==> src/rtl/uart_baud_pkg.sv <==
// uart_baud_pkg: shared divisor type and reset-default divisor helper for the baud generator
package uart_baud_pkg;
  localparam int OVERSAMPLE_DEF = 16;
  typedef struct packed {
    logic [31:0] int_part;
    logic [31:0] frac_part;
  } div_t;
  function automatic div_t calc_default_div(longint clk_freq, longint baud, longint oversample, int frac_w);
    longint den;
    div_t d;
    den = oversample * baud;
    d.int_part = 32'(clk_freq / den);
    d.frac_part = 32'(((clk_freq << frac_w) / den) % (longint'(1) << frac_w));
    return d;
  endfunction
endpackage

==> src/rtl/uart_frac_divider.sv <==
// uart_frac_divider: registered tick every div_int clocks, stretched by one when the fraction overflows
module uart_frac_divider #(
  parameter int INT_W = 16,
  parameter int FRAC_W = 4
) (
  input  logic              clk,
  input  logic              areset_n,
  input  logic              en,
  input  logic              clear,
  input  logic              load,
  input  logic [INT_W-1:0]  div_int,
  input  logic [FRAC_W-1:0] div_frac,
  output logic              term,
  output logic              tick
);
  localparam logic [INT_W:0] ONE = 1;
  logic [INT_W:0] cnt, period;
  logic [FRAC_W-1:0] acc;
  logic carry;
  logic [FRAC_W:0] sum;
  always_comb begin
    period = {1'b0, div_int} + {{INT_W{1'b0}}, carry};
    sum = {1'b0, acc} + {1'b0, div_frac};
    term = en & ~clear & (cnt == period - ONE);
  end
  // load realigns the fractional phase to a fresh divisor at a bit boundary
  always_ff @(posedge clk or negedge areset_n)
    if (!areset_n) begin
      cnt <= '0;
      acc <= '0;
      carry <= 1'b0;
      tick <= 1'b0;
    end else if (!en || clear) begin
      cnt <= '0;
      acc <= '0;
      carry <= 1'b0;
      tick <= 1'b0;
    end else if (term) begin
      cnt <= '0;
      tick <= 1'b1;
      {carry, acc} <= load ? '0 : sum;
    end else begin
      cnt <= cnt + ONE;
      tick <= 1'b0;
    end
endmodule

==> src/rtl/uart_baud_gen_frac.sv <==
// uart_baud_gen_frac: programmable fractional UART baud tick generator with bit-aligned divisor update
module uart_baud_gen_frac
  import uart_baud_pkg::*;
#(
  parameter int CLK_FREQ = 48000000,
  parameter int DEFAULT_BAUD = 1000000,
  parameter int OVERSAMPLE = OVERSAMPLE_DEF,
  parameter int INT_W = 16,
  parameter int FRAC_W = 4
) (
  input  logic                          clk,
  input  logic                          areset_n,
  input  logic                          en,
  input  logic                          restart,
  input  logic                          cfg_valid,
  output logic                          cfg_ready,
  input  logic [INT_W-1:0]              cfg_int,
  input  logic [FRAC_W-1:0]             cfg_frac,
  output logic                          cfg_err,
  output logic                          rx_tick,
  output logic                          rx_mid,
  output logic                          tx_tick,
  output logic [$clog2(OVERSAMPLE)-1:0] os_cnt
);
  localparam int OS_W = $clog2(OVERSAMPLE);
  localparam div_t DEF = calc_default_div(CLK_FREQ, DEFAULT_BAUD, OVERSAMPLE, FRAC_W);
  localparam logic [INT_W-1:0] DEF_INT = DEF.int_part[INT_W-1:0];
  localparam logic [FRAC_W-1:0] DEF_FRAC = DEF.frac_part[FRAC_W-1:0];
  localparam logic [OS_W-1:0] OS_MID = OS_W'(OVERSAMPLE / 2 - 1);
  localparam logic [OS_W-1:0] OS_LAST = OS_W'(OVERSAMPLE - 1);
  if (DEF_INT == '0) begin : g_bad_default
    $error("default divisor must be at least 1");
  end
  if (OVERSAMPLE < 4 || (1 << OS_W) != OVERSAMPLE) begin : g_bad_os
    $error("OVERSAMPLE must be a power of two, at least 4");
  end
  logic [INT_W-1:0] act_int, pend_int;
  logic [FRAC_W-1:0] act_frac, pend_frac;
  logic pend_vld, term, apply, accept, reject;
  logic [OS_W-1:0] os_next;
  assign cfg_ready = ~pend_vld;
  // os_next is the phase shown during the tick being issued now
  always_comb begin
    os_next = os_cnt + OS_W'(rx_tick);
    apply = pend_vld & (en ? term & (os_next == OS_LAST) : 1'b1);
    accept = cfg_valid & ~pend_vld & (cfg_int != '0);
    reject = cfg_valid & ~pend_vld & (cfg_int == '0);
  end
  uart_frac_divider #(.INT_W(INT_W), .FRAC_W(FRAC_W)) u_div (
    .clk(clk),
    .areset_n(areset_n),
    .en(en),
    .clear(restart),
    .load(apply),
    .div_int(act_int),
    .div_frac(act_frac),
    .term(term),
    .tick(rx_tick)
  );
  always_ff @(posedge clk or negedge areset_n)
    if (!areset_n) begin
      act_int <= DEF_INT;
      act_frac <= DEF_FRAC;
      pend_int <= '0;
      pend_frac <= '0;
      pend_vld <= 1'b0;
      os_cnt <= '0;
      rx_mid <= 1'b0;
      tx_tick <= 1'b0;
      cfg_err <= 1'b0;
    end else begin
      os_cnt <= (!en || restart) ? '0 : os_next;
      rx_mid <= term & (os_next == OS_MID);
      tx_tick <= term & (os_next == OS_LAST);
      cfg_err <= reject;
      pend_vld <= accept | (pend_vld & ~apply);
      if (accept) begin
        pend_int <= cfg_int;
        pend_frac <= cfg_frac;
      end
      if (apply) begin
        act_int <= pend_int;
        act_frac <= pend_frac;
      end
    end
endmodule

==> config.mk <==
export PLATFORM = sky130hd
export DESIGN_NAME = uart_baud_gen_frac
export DESIGN_NICKNAME = d
export VERILOG_FILES = /design/src/rtl/uart_baud_pkg.sv /design/src/rtl/uart_frac_divider.sv /design/src/rtl/uart_baud_gen_frac.sv
export SDC_FILE = /design/constraint.sdc
export NUM_CORES = 1
export LEC_CHECK = 0
export BUFFER_PORTS_ARGS = -buffer_cell sky130_fd_sc_hd__buf_2
export CAP_MARGIN = 20
export CELL_PAD_IN_SITES_DETAIL_PLACEMENT = 0
export CELL_PAD_IN_SITES_GLOBAL_PLACEMENT = 1
export CORE_MARGIN = 4
export CORE_UTILIZATION = 45
export DETAILED_ROUTE_END_ITERATION = 10
export GPL_TIMING_DRIVEN = 0
export PLACE_DENSITY_LB_ADDON = 0.15
export RECOVER_POWER = 25
export SYNTH_ARGS = -nofsm -noshare
export SYNTH_HDL_FRONTEND = slang
export SYNTH_SLANG_ARGS = --single-unit
==> constraint.sdc <==
create_clock -name clk -period 3.7 [get_ports clk]
set_input_delay 0.185 -clock clk [delete_from_list [all_inputs] [get_ports clk]]
set_output_delay 0.185 -clock clk [all_outputs]
set_load 0.1 [all_outputs]
# Word-level counts from Yosys, hierarchy flattened
# Cells that the tools add are included.
# classes
add_sub_neg	5
mul	0
div_mod_pow	0
order_cmp	0
eq_ne	3
n_shift	0
muxes	11
n_bitwise	13
reduce_logical	5
# ops
op	n
17-bit two-way mux	2
16-bit by 1-bit adder with 17-bit output	1
17-bit by 1-bit adder with 17-bit output, second input constant	1
17-bit == test	1
17-bit by 1-bit subtractor with 17-bit output, second input constant	1
16-bit logical NOT	1
16-bit nonzero test	1
4-bit two-way mux	3
1-bit AND	9
4-bit by 4-bit adder with 5-bit output	1
1-bit two-way mux	5
5-bit two-way mux	1
4-bit by 1-bit adder with 4-bit output	1
4-bit by 3-bit == test with 1-bit output, second input constant	1
4-bit == test, second input constant	1
1-bit inverter	3
2-bit nonzero test	1
1-bit logical NOT	1
1-bit logical OR	1
1-bit OR	1
# totals
ff_bits	71
latchBits	0
mem_bits_rw	0
mem_bits_ro	0
input_bits	25
wordCells	50
n_memories	0

# Depth between registers and ports, before layout
# Gate-level depths: netlist of the first run.
# depth
depth_word	10
mapped_depth	12
ltp_nobuf	10

# Hierarchy
# From an unflattened synthesis of the first run, not the netlist that was laid out.
# unflattened
hier_cells	337
hier_area_um2	3821.2
# by_module_without_submodules
mod	instances	cells_each	area_per_inst_um2	seq_area_each_um2
uart_baud_gen_frac	1	122	1955.6	1203.7
uart_frac_divider	1	215	1865.5	575.6

# Worst setup path after synthesis of the first run
# OpenSTA, ideal clock, no wires.
# synth_timing
path_type	reg-to-reg
from	reg u_div.carry
to	reg u_div.cnt[10]
arrival_time_ns	3.163
t_required_ns	3.579
slack_ns	0.416
path_stages_with_launch	13
synth_period_minus_slack_ns	3.284
cell_sequence	dfrtp_1 -> inv_1 -> ha_1 -> ha_1 -> or3b_1 -> or4_1 -> a2111oi_2 -> nand4_1 -> or4_1 -> clkbuf_1 -> nand2_2 -> buf_2 -> nor2_1
# synth_via
elab_chain_len	6
# synth_lines
element	line_no	source
start: declaration	uart_frac_divider.sv:19	logic carry;
start signal: assignment	uart_frac_divider.sv:41	{carry, acc} <= load ? '0 : sum;
16-bit by 1-bit adder with 17-bit output	uart_frac_divider.sv:22	period = {1'b0, div_int} + {{INT_W{1'b0}}, carry};
17-bit by 1-bit subtractor with 17-bit output	uart_frac_divider.sv:24	term = en & ~clear & (cnt == period - ONE);
17-bit == test	uart_frac_divider.sv:24	
1-bit AND	uart_frac_divider.sv:24	
17-bit two-way mux	uart_frac_divider.sv:38	end else if (term) begin
17-bit two-way mux	uart_frac_divider.sv:33	end else if (!en || clear) begin
end signal: assignment	uart_frac_divider.sv:43	cnt <= cnt + ONE;
end: declaration	uart_frac_divider.sv:17	logic [INT_W:0] cnt, period;
# No other way between the ends.
# A chain may end at the register's enable or synchronous reset.

# Worst setup path in the final report of the first run
# layout_timing
from	reg u_div.carry
to	reg act_int[5]
# layout_via
elab_chain_len	7
# layout_lines
element	line_no	source
16-bit by 1-bit adder with 17-bit output	uart_frac_divider.sv:22	
17-bit by 1-bit subtractor with 17-bit output	uart_frac_divider.sv:24	
17-bit == test	uart_frac_divider.sv:24	
1-bit AND	uart_frac_divider.sv:24	
1-bit AND	uart_baud_gen_frac.sv:45	apply = pend_vld & (en ? term & (os_next == OS_LAST) : 1'b1);
1-bit two-way mux	uart_baud_gen_frac.sv:45	
1-bit AND	uart_baud_gen_frac.sv:45	
end signal: assignment	uart_baud_gen_frac.sv:82	act_int <= pend_int;
end: declaration	uart_baud_gen_frac.sv:37	logic [INT_W-1:0] act_int, pend_int;
# No other way between the ends.

==> results of run 1 <==
## critical path, stage by stage, from the launching register on
cell	delay (ns)
dfrtp_1	0.39
inv_1	0.07
ha_1	0.22
ha_4	0.18
or4b_1	0.53
or4_4	0.54
a21oi_2	0.18
nor2_1	0.09
or2_1	0.25
or4_4	0.50
buf_6	0.17
buf_12	0.15
o211ai_2	0.16
## logic make-up (layout without fill, tap and decap cells)
family          Yosys count  in the layout  synth area share, %
compound gates           63             63                 13.8
xor+xnor                 40             40                 8.35
fa+ha+maj                10             10                 3.16
buf+inv                  37             88                 4.77
flops                    71             71                 42.4
mux                      25             25                 6.56
simple gates            168            168                 21.0
## flip-flops by register name, summed over array words and instances (netlist names), 4 cells and up
name,count
act_frac,4
act_int,16
os_cnt,4
pend_frac,4
pend_int,16
u_div.acc,4
u_div.cnt,17
## final cells by class
type / instances / area, um^2 / share of cell area (%)
clock inverters: 6 / 45.0 / 0.949
multi-input cells: 306 / 2260 / 47.6
flip-flops and latches: 71 / 1780 / 37.5
inverters: 8 / 30.0 / 0.633
repair buffers: 36 / 186 / 3.93
plain buffers: 28 / 171 / 3.61
clock buffers: 10 / 138 / 2.90
well taps: 108 / 135 / 2.85
## synthesized netlist by cell type (3+ instances only)
library cell / instances
nand3b_1: 3
nor3b_1: 4
xor2_1: 18
a22oi_1: 21
dfrtp_1: 69
mux2_2: 20
clkbuf_1: 17
nor2_1: 36
o211ai_2: 20
or4_1: 3
nand3_1: 34
nand2b_1: 3
buf_6: 3
o21ai_0: 3
a21oi_1: 3
and2_1: 3
ha_1: 9
or4_4: 3
and3_1: 3
xnor2_1: 22
buf_2: 5
nor4_1: 10
or3_1: 5
mux2i_1: 5
nand2_1: 40
nand4_1: 5
inv_1: 8
## metal layers
layer  vias up  routed length [um]
met3         8                 377
li1       1584                   -
met2        57                4600
met5         -                   0
met4         0                  88
met1      1596                4930
## worst paths after layout
check	from	endpoint	slack [ns]	cells past startpoint
min in group asynchronous	areset_n	u_div.cnt[9]	0.67	2
worst max register to register	u_div.carry	act_int[5]	0.18	12
max in group asynchronous	areset_n	pend_frac[3]	1.21	3
worst max-delay path	u_div.carry	act_int[5]	0.18	12
worst min-delay path	cfg_frac[1]	pend_frac[1]	0.06	2
worst min register to register	pend_vld	cfg_err	0.52	1
## where the power goes
group | switching [mW] | internal (mW) | leakage, nW
clock | 0.315 | 0.264 | 0.0849
sequential | 0.0927 | 0.872 | 0.865
combinational | 0.229 | 0.192 | 1.03
## per-stage QoR
step	worst slack (ns)	instance area (um^2)	TNS [ns]
2_1_floorplan	0.416	4200	0
5_1_grt	0.0191	4740	0
3_3_place_gp	-0.132	4500	-2.11
3_5_place_dp	-0.159	4530	-3.00
6_report	0.178	4740	0
4_1_cts	0.0109	4750	0
## what timing repair did
action | CTS | global route
endpoints found under the hold margin | 23 | 0
buffers inserted | 1 | 0
resized for setup | 5 | 4
endpoints found under the setup margin | 32 | 39
hold buffers | 1 | 0
pin swaps | 0 | 1
==> metrics.txt, run 1 <==
outcome finished clean; first-pass GRT wire length 16700 um; Final Wtd Congestion 0.811; Rows 34; post-synth top area share 41.2%; drt pass-1 iters 5; Final Critical Period 3.52 ns; Post-DP HPWL 7350 um; WL final ~10000 um; Fin. Hold Viols 0; Final setup viols 0; top_reg_cell synth dfrtp_1; worst slew margin relative to its limit 9.24%; Post-Syn Nets 449; overall via count from detail_route 3245; CP Max Fanout 10; wire per inst between 15 and 20 um; TritonCTS Buffers 9; Pwr Density 414 mW/mm^2; # diodes 0; Ys Warns 0; Async SR Flop Fraction 100%; pin count of the biggest net entering global routing 48; Worst Skew 0.00997 ns; commonest non-fill, non-tap cell in the layout dfrtp_1; Syn Area/Cell 10.1 um^2; Worst setup EP type flop; Final Non-Filler Cells 573; grt met2 use 28.6%; worst-case hold slack 0.0605 ns; Root Buffer clkbuf_8; detailed-route DRC error count 0; Clock Path Buffers 2; I/O Pins 34; via-per-instance ratio 5.66; fill cell total of the finished layout 810; Design Power 1.96 mW; Clock Pin Slew Worst Setup and Hold Paths 0.08 ns; initial antenna violation count 0; share of cells above drive strength 1 25.6%; Buffers on Ports 33; GRT Residual Overflow 0; Startpoint Class flop; Layout area overhead 13.1%; synth unique cells 58; Worst Setup Path Type reg2reg; Initial DRC Count roughly 110; Routed Antenna Nets 0; DP Cell Count 556; crit path DAT 3.79 ns; Seq/Total Area, Yosys a little over two fifths; GRT Util Overall roughly a fifth; Yosys top cell by area dfrtp_1; Starting Density a little under half; post-synthesis cell area 0.00420 mm^2; layout net count 495; grt peak-use layer met2; CP required 3.97 ns; met3 usage 3.02%; number of H-tree levels 3; Synth Register Bits 71; RSZ-0062 raised after global routing no; top cells by area, synth dfrtp_1, o211ai_2, mux2_2; Die W roughly 100 um; Lkg Pwr 1.97 nW; CTS tree built; Post-Syn Instances 414; Worst Tran Pin Value 1.36 ns; Skew-Pair Late Insertion Delay 0.35 ns; maximum vdd ir drop 201 uV; number of synthesized flops with an enable pin 0; worst hold path class in2reg; vias in the first global route around 3.3k; Die Y 105 um; clk sinks between 70 and 80; GR Util met1 27.8%; core area just under 0.009 mm^2; most frequent cells in the layout dfrtp_1, nand2_1, nor2_1, buf_2, nand3_1; Die ar. 0.0109 mm^2; Max Fclk 284 MHz; Final Core Density 53.4%; MaxCap Viol Count 0; Final Max Slew Viols 0; Tcrit/Tclk final 95.2%
Note: power is estimated with default switching activity, not from simulation.
==> run 2: changes to the inputs <==
--- a/config.mk
+++ b/config.mk
@@ -5,16 +5,16 @@
 export SDC_FILE = /design/constraint.sdc
 export NUM_CORES = 1
 export LEC_CHECK = 0
+export ABC_AREA = 1
 export BUFFER_PORTS_ARGS = -buffer_cell sky130_fd_sc_hd__buf_2
 export CAP_MARGIN = 20
-export CELL_PAD_IN_SITES_DETAIL_PLACEMENT = 0
-export CELL_PAD_IN_SITES_GLOBAL_PLACEMENT = 1
 export CORE_MARGIN = 4
 export CORE_UTILIZATION = 45
 export DETAILED_ROUTE_END_ITERATION = 10
 export GPL_TIMING_DRIVEN = 0
 export PLACE_DENSITY_LB_ADDON = 0.15
 export RECOVER_POWER = 25
+export SLEW_MARGIN = 30
 export SYNTH_ARGS = -nofsm -noshare
 export SYNTH_HDL_FRONTEND = slang
 export SYNTH_SLANG_ARGS = --single-unit
==> run 2 against run 1 <==
Effect of this change:
- global-route usage is 2.9 points lower
- register-to-register slack improved by 0.83 ns
- synthesized area is 7.0% lower
- wire length down 26%
- utilization down 0.50 points
- synthesized cell count is 14% higher
- clock-buffer cell count unchanged
- sequential share of layout area up 2.9 points
- first-iteration DRC count rose by 36%
- flip-flop and latch count did not move
- via count shrank 8.4%
==> metrics.txt, run 2 <==
pin count of the biggest net entering global routing 50 (+4.2%); pre-CTS WS 1.02 ns (+1.18 ns); core area 0.00834 mm^2 (-6.2%); first-pass GRT wire length 13200 um (-21%); dpl cell area 0.00423 mm^2 (-6.6%); GRT Util Overall 16.2% (-2.9 points); Crit Reg-Reg Startpoint act_int[0]; layout net count 555 (+12%); number of synthesized flops with an enable pin 0 (unchanged); post-CTS setup buffers 0 (-1); Reg with most FFs u_div.cnt; drt pass-1 iters 4 (-1); CP Max Fanout 10 (unchanged); Die Y 101 um (-3.3%); post-synthesis cell area 0.00390 mm^2 (-7.0%); switching power 0.762 mW (+20%); post-synth top area share 44.2% (+3.1 points); RSZ-0062 raised after global routing no; Rows 33 (-2.9%); most common cell in the netlist nand2_1; Worst Tran Pin Value 1.24 ns (-0.125 ns); Largest register FFs 17 (unchanged); Final Critical Period 2.69 ns (-0.829 ns); crit path DAT 2.92 ns (-0.87 ns); Worst Skew 0.0107 ns (+0.000771 ns); vias in the first global route 2945 (-10%); Root Buffer clkbuf_8; clk sinks 71 (unchanged); Post-DP HPWL 5700 um (-22%); Worst Setup Path Type reg2reg; I/O Pins 34 (unchanged); MaxCap Viol Count 0 (unchanged); number of H-tree levels 3 (unchanged); Starting Density 46.8% (-0.40 points); Worst setup EP type flop; R2R depth 17 (+5); top cells by area, synth dfrtp_1, nand2_1, mux2_2; most common library cells after synthesis nand2_1, dfrtp_1, inv_1, nor2_1, nand3_1; TritonCTS Buffers 9 (unchanged); Max Fclk 371 MHz (+31%); total negative slack 0 ns (unchanged); maximum vdd ir drop 282 uV (+40%); GRT Residual Overflow 0 (unchanged); Ys Warns 0 (unchanged); commonest non-fill, non-tap cell in the layout nand2_1; synth unique cells 32 (-45%); Async SR Flop Fraction 100% (unchanged); Clock Path Buffers 2 (unchanged); wire per inst 11.7 um (-33%); worst-case hold slack 0.0710 ns (+0.0104 ns); WL final 7400 um (-26%); Synth Register Bits 71 (unchanged); Net Sw Frac 34.3% (+1.9 points); Initial DRC Count 143 (+36%); via-per-instance ratio 4.72 (-17%); R2R Setup Slk 1.01 ns (+0.83 ns); Layout area overhead 13.0% (about the same); Tcrit/Tclk final 72.8% (-22 points); sequential cell fraction of total power 45.7% (-3.4 points); Post-Syn Instances 474 (+14%); Syn Area/Cell 8.23 um^2 (-19%); worst hold stages 2 (unchanged); Die W 101 um (-3.3%); worst-case hold path end point pend_frac[2]; Final setup viols 0 (unchanged); Routed Antenna Nets 0 (unchanged); initial antenna violation count 0 (unchanged); design area 0.00441 mm^2 (-7.1%); outcome finished clean; Fin. Hold Viols 0 (unchanged); Final Max Slew Viols 0 (unchanged); fill cell total of the finished layout 833 (+2.8%); most frequent cells in the layout nand2_1, dfrtp_1, inv_1, nor2_1, nand3_1; final worst slack 1.01 ns (+0.829 ns); Design Power 2.22 mW (+13%); top_reg_cell synth dfrtp_1; detailed-route DRC error count 0 (unchanged); Die ar. 0.0102 mm^2 (-6.5%); CP required 3.92 ns (-0.05 ns); Final Wtd Congestion 0.814 (+0.36%); Lkg Pwr 2.19 nW (+11%); Clock Pin Slew Worst Setup and Hold Paths 0.08 ns (about the same); share of cells above drive strength 1 18.7% (-6.9 points); logic gate share of total power 26.6% (+5.2 points); CTS tree built; Buffers on Ports 33 (unchanged); overall via count from detail_route 2971 (-8.4%); Startpoint Class flop; Post-Syn Nets 509 (+13%); Largest regs u_div.cnt x17, act_int x16, pend_int x16; internal power 1.46 mW (+10%); Pwr Density 504 mW/mm^2 (+22%); Seq/Total Area, Yosys 45.6% (+3.2 points); Skew-Pair Late Insertion Delay 0.34 ns (about the same); # diodes 0 (unchanged); Clock power frac 27.7% (-1.8 points); PostCTS Resize Cnt 0 (-5); worst r2r dst act_int[4]; worst slew margin relative to its limit 17.6% (+8.3 points); Yosys top cell by area dfrtp_1; hold wc startpoint cfg_frac[2]; worst hold path class in2reg
==> run 2: cell types whose count changed after synthesis, moves of 5 or more <==
cell / delta
a22oi_1: -21
o21ai_0: +5
or3_1: -5
xor2_1: -9
o211ai_2: -20
nor2_2: +12
xnor2_1: -9
clkbuf_1: -13
nor2_1: +9
buf_2: -5
mux2i_1: -5
nand2_1: +107
inv_1: +45
==> run 2: cell type report <==
cell class / count / area, um^2 / share of cell area (%)
Multi-Input combinational cell: 338 / 1850 / 41.9
Sequential cell: 71 / 1780 / 40.4
Inverter: 55 / 209 / 4.74
Timing Repair Buffer: 35 / 179 / 4.06
Tap cell: 105 / 131 / 2.98
Clock buffer: 10 / 128 / 2.89
Clock inverter: 6 / 68.8 / 1.56
Buffer: 10 / 67.6 / 1.53
==> run 2: power by group through the flow <==
stage / Clock [mW] / Combinational (mW) / Sequential [mW]
5_1_grt: 0.674 / 0.693 / 1.04
4_1_cts: 0.638 / 0.603 / 1.02
3_5_place_dp: 0 / 0.600 / 1.03
6_report: 0.615 / 0.591 / 1.02
2_1_floorplan: 0 / 0.485 / 0.999
3_3_place_gp: 0 / 0.580 / 1.03
==> run 2: critical path: stages (launching register included) <==
cell and delay (ns):
dfstp_2 0.54, inv_1 0.04, ha_1 0.22, ha_1 0.26, or2_2 0.31, nand2_1 0.06
nand2_1 0.05, nand2_1 0.06, nand3_1 0.07, nor2_1 0.14, nand2_1 0.09, nor2_2 0.17
nand3_2 0.13, nand2_4 0.12, nand2_4 0.08, buf_6 0.15, nand2_1 0.05, nand2_1 0.05
==> run 2: metrics by stage <==
stage,utilization (%),instances
2_1_floorplan,-,474
3_3_place_gp,50.3,612
3_5_place_dp,50.7,613
4_1_cts,53.2,630
5_1_grt,52.9,630
6_report,52.9,630
==> run 2: cells by family (layout without fill, tap and decap cells) <==
group                      count (synthesis)  after routing  share of synthesized area (%)
muxes                                     20             20                           5.77
adders and majority gates                 10             10                           3.40
DFF                                       71             71                           45.6
AOI/OAI and AO/OA                         10             10                           1.28
and+or+nand+nor                          276            276                           31.9
xor gates and xnor gates                  22             22                           4.94
buffers and inverters                     65            116                           7.09
==> run 2: worst max-delay path by stage <==
stage / start / endpoint / slack (ns) / cells past startpoint
2_1_floorplan: os_cnt[0] / act_int[7] / 1.26 / 12
3_3_place_gp: act_int[0] / act_int[2] / 1.06 / 17
3_5_place_dp: act_int[0] / u_div.carry / 1.02 / 15
4_1_cts: act_int[0] / u_div.carry / 1.00 / 15
5_1_grt: areset_n / pend_int[15] / 0.78 / 3
6_report: act_int[0] / act_int[4] / 1.01 / 17
==> run 2: what timing repair did <==
item | 4_1_cts | 5_1_grt
setup endpoints to repair | 0 | 0
endpoints found under the hold margin | 22 | 0
hold buffers | 1 | 0
==> run 2: metal layers <==
| layer | up-vias | wire length, um | global-route usage (%) |
|---|---|---|---|
| met1 | 1329 | 3630 | 22.1 |
| met5 | - | 0 | 0 |
| li1 | 1587 | - | - |
| met2 | 46 | 3400 | 26.1 |
| met3 | 9 | 273 | 2.56 |
| met4 | 0 | 96 | 5.83 |
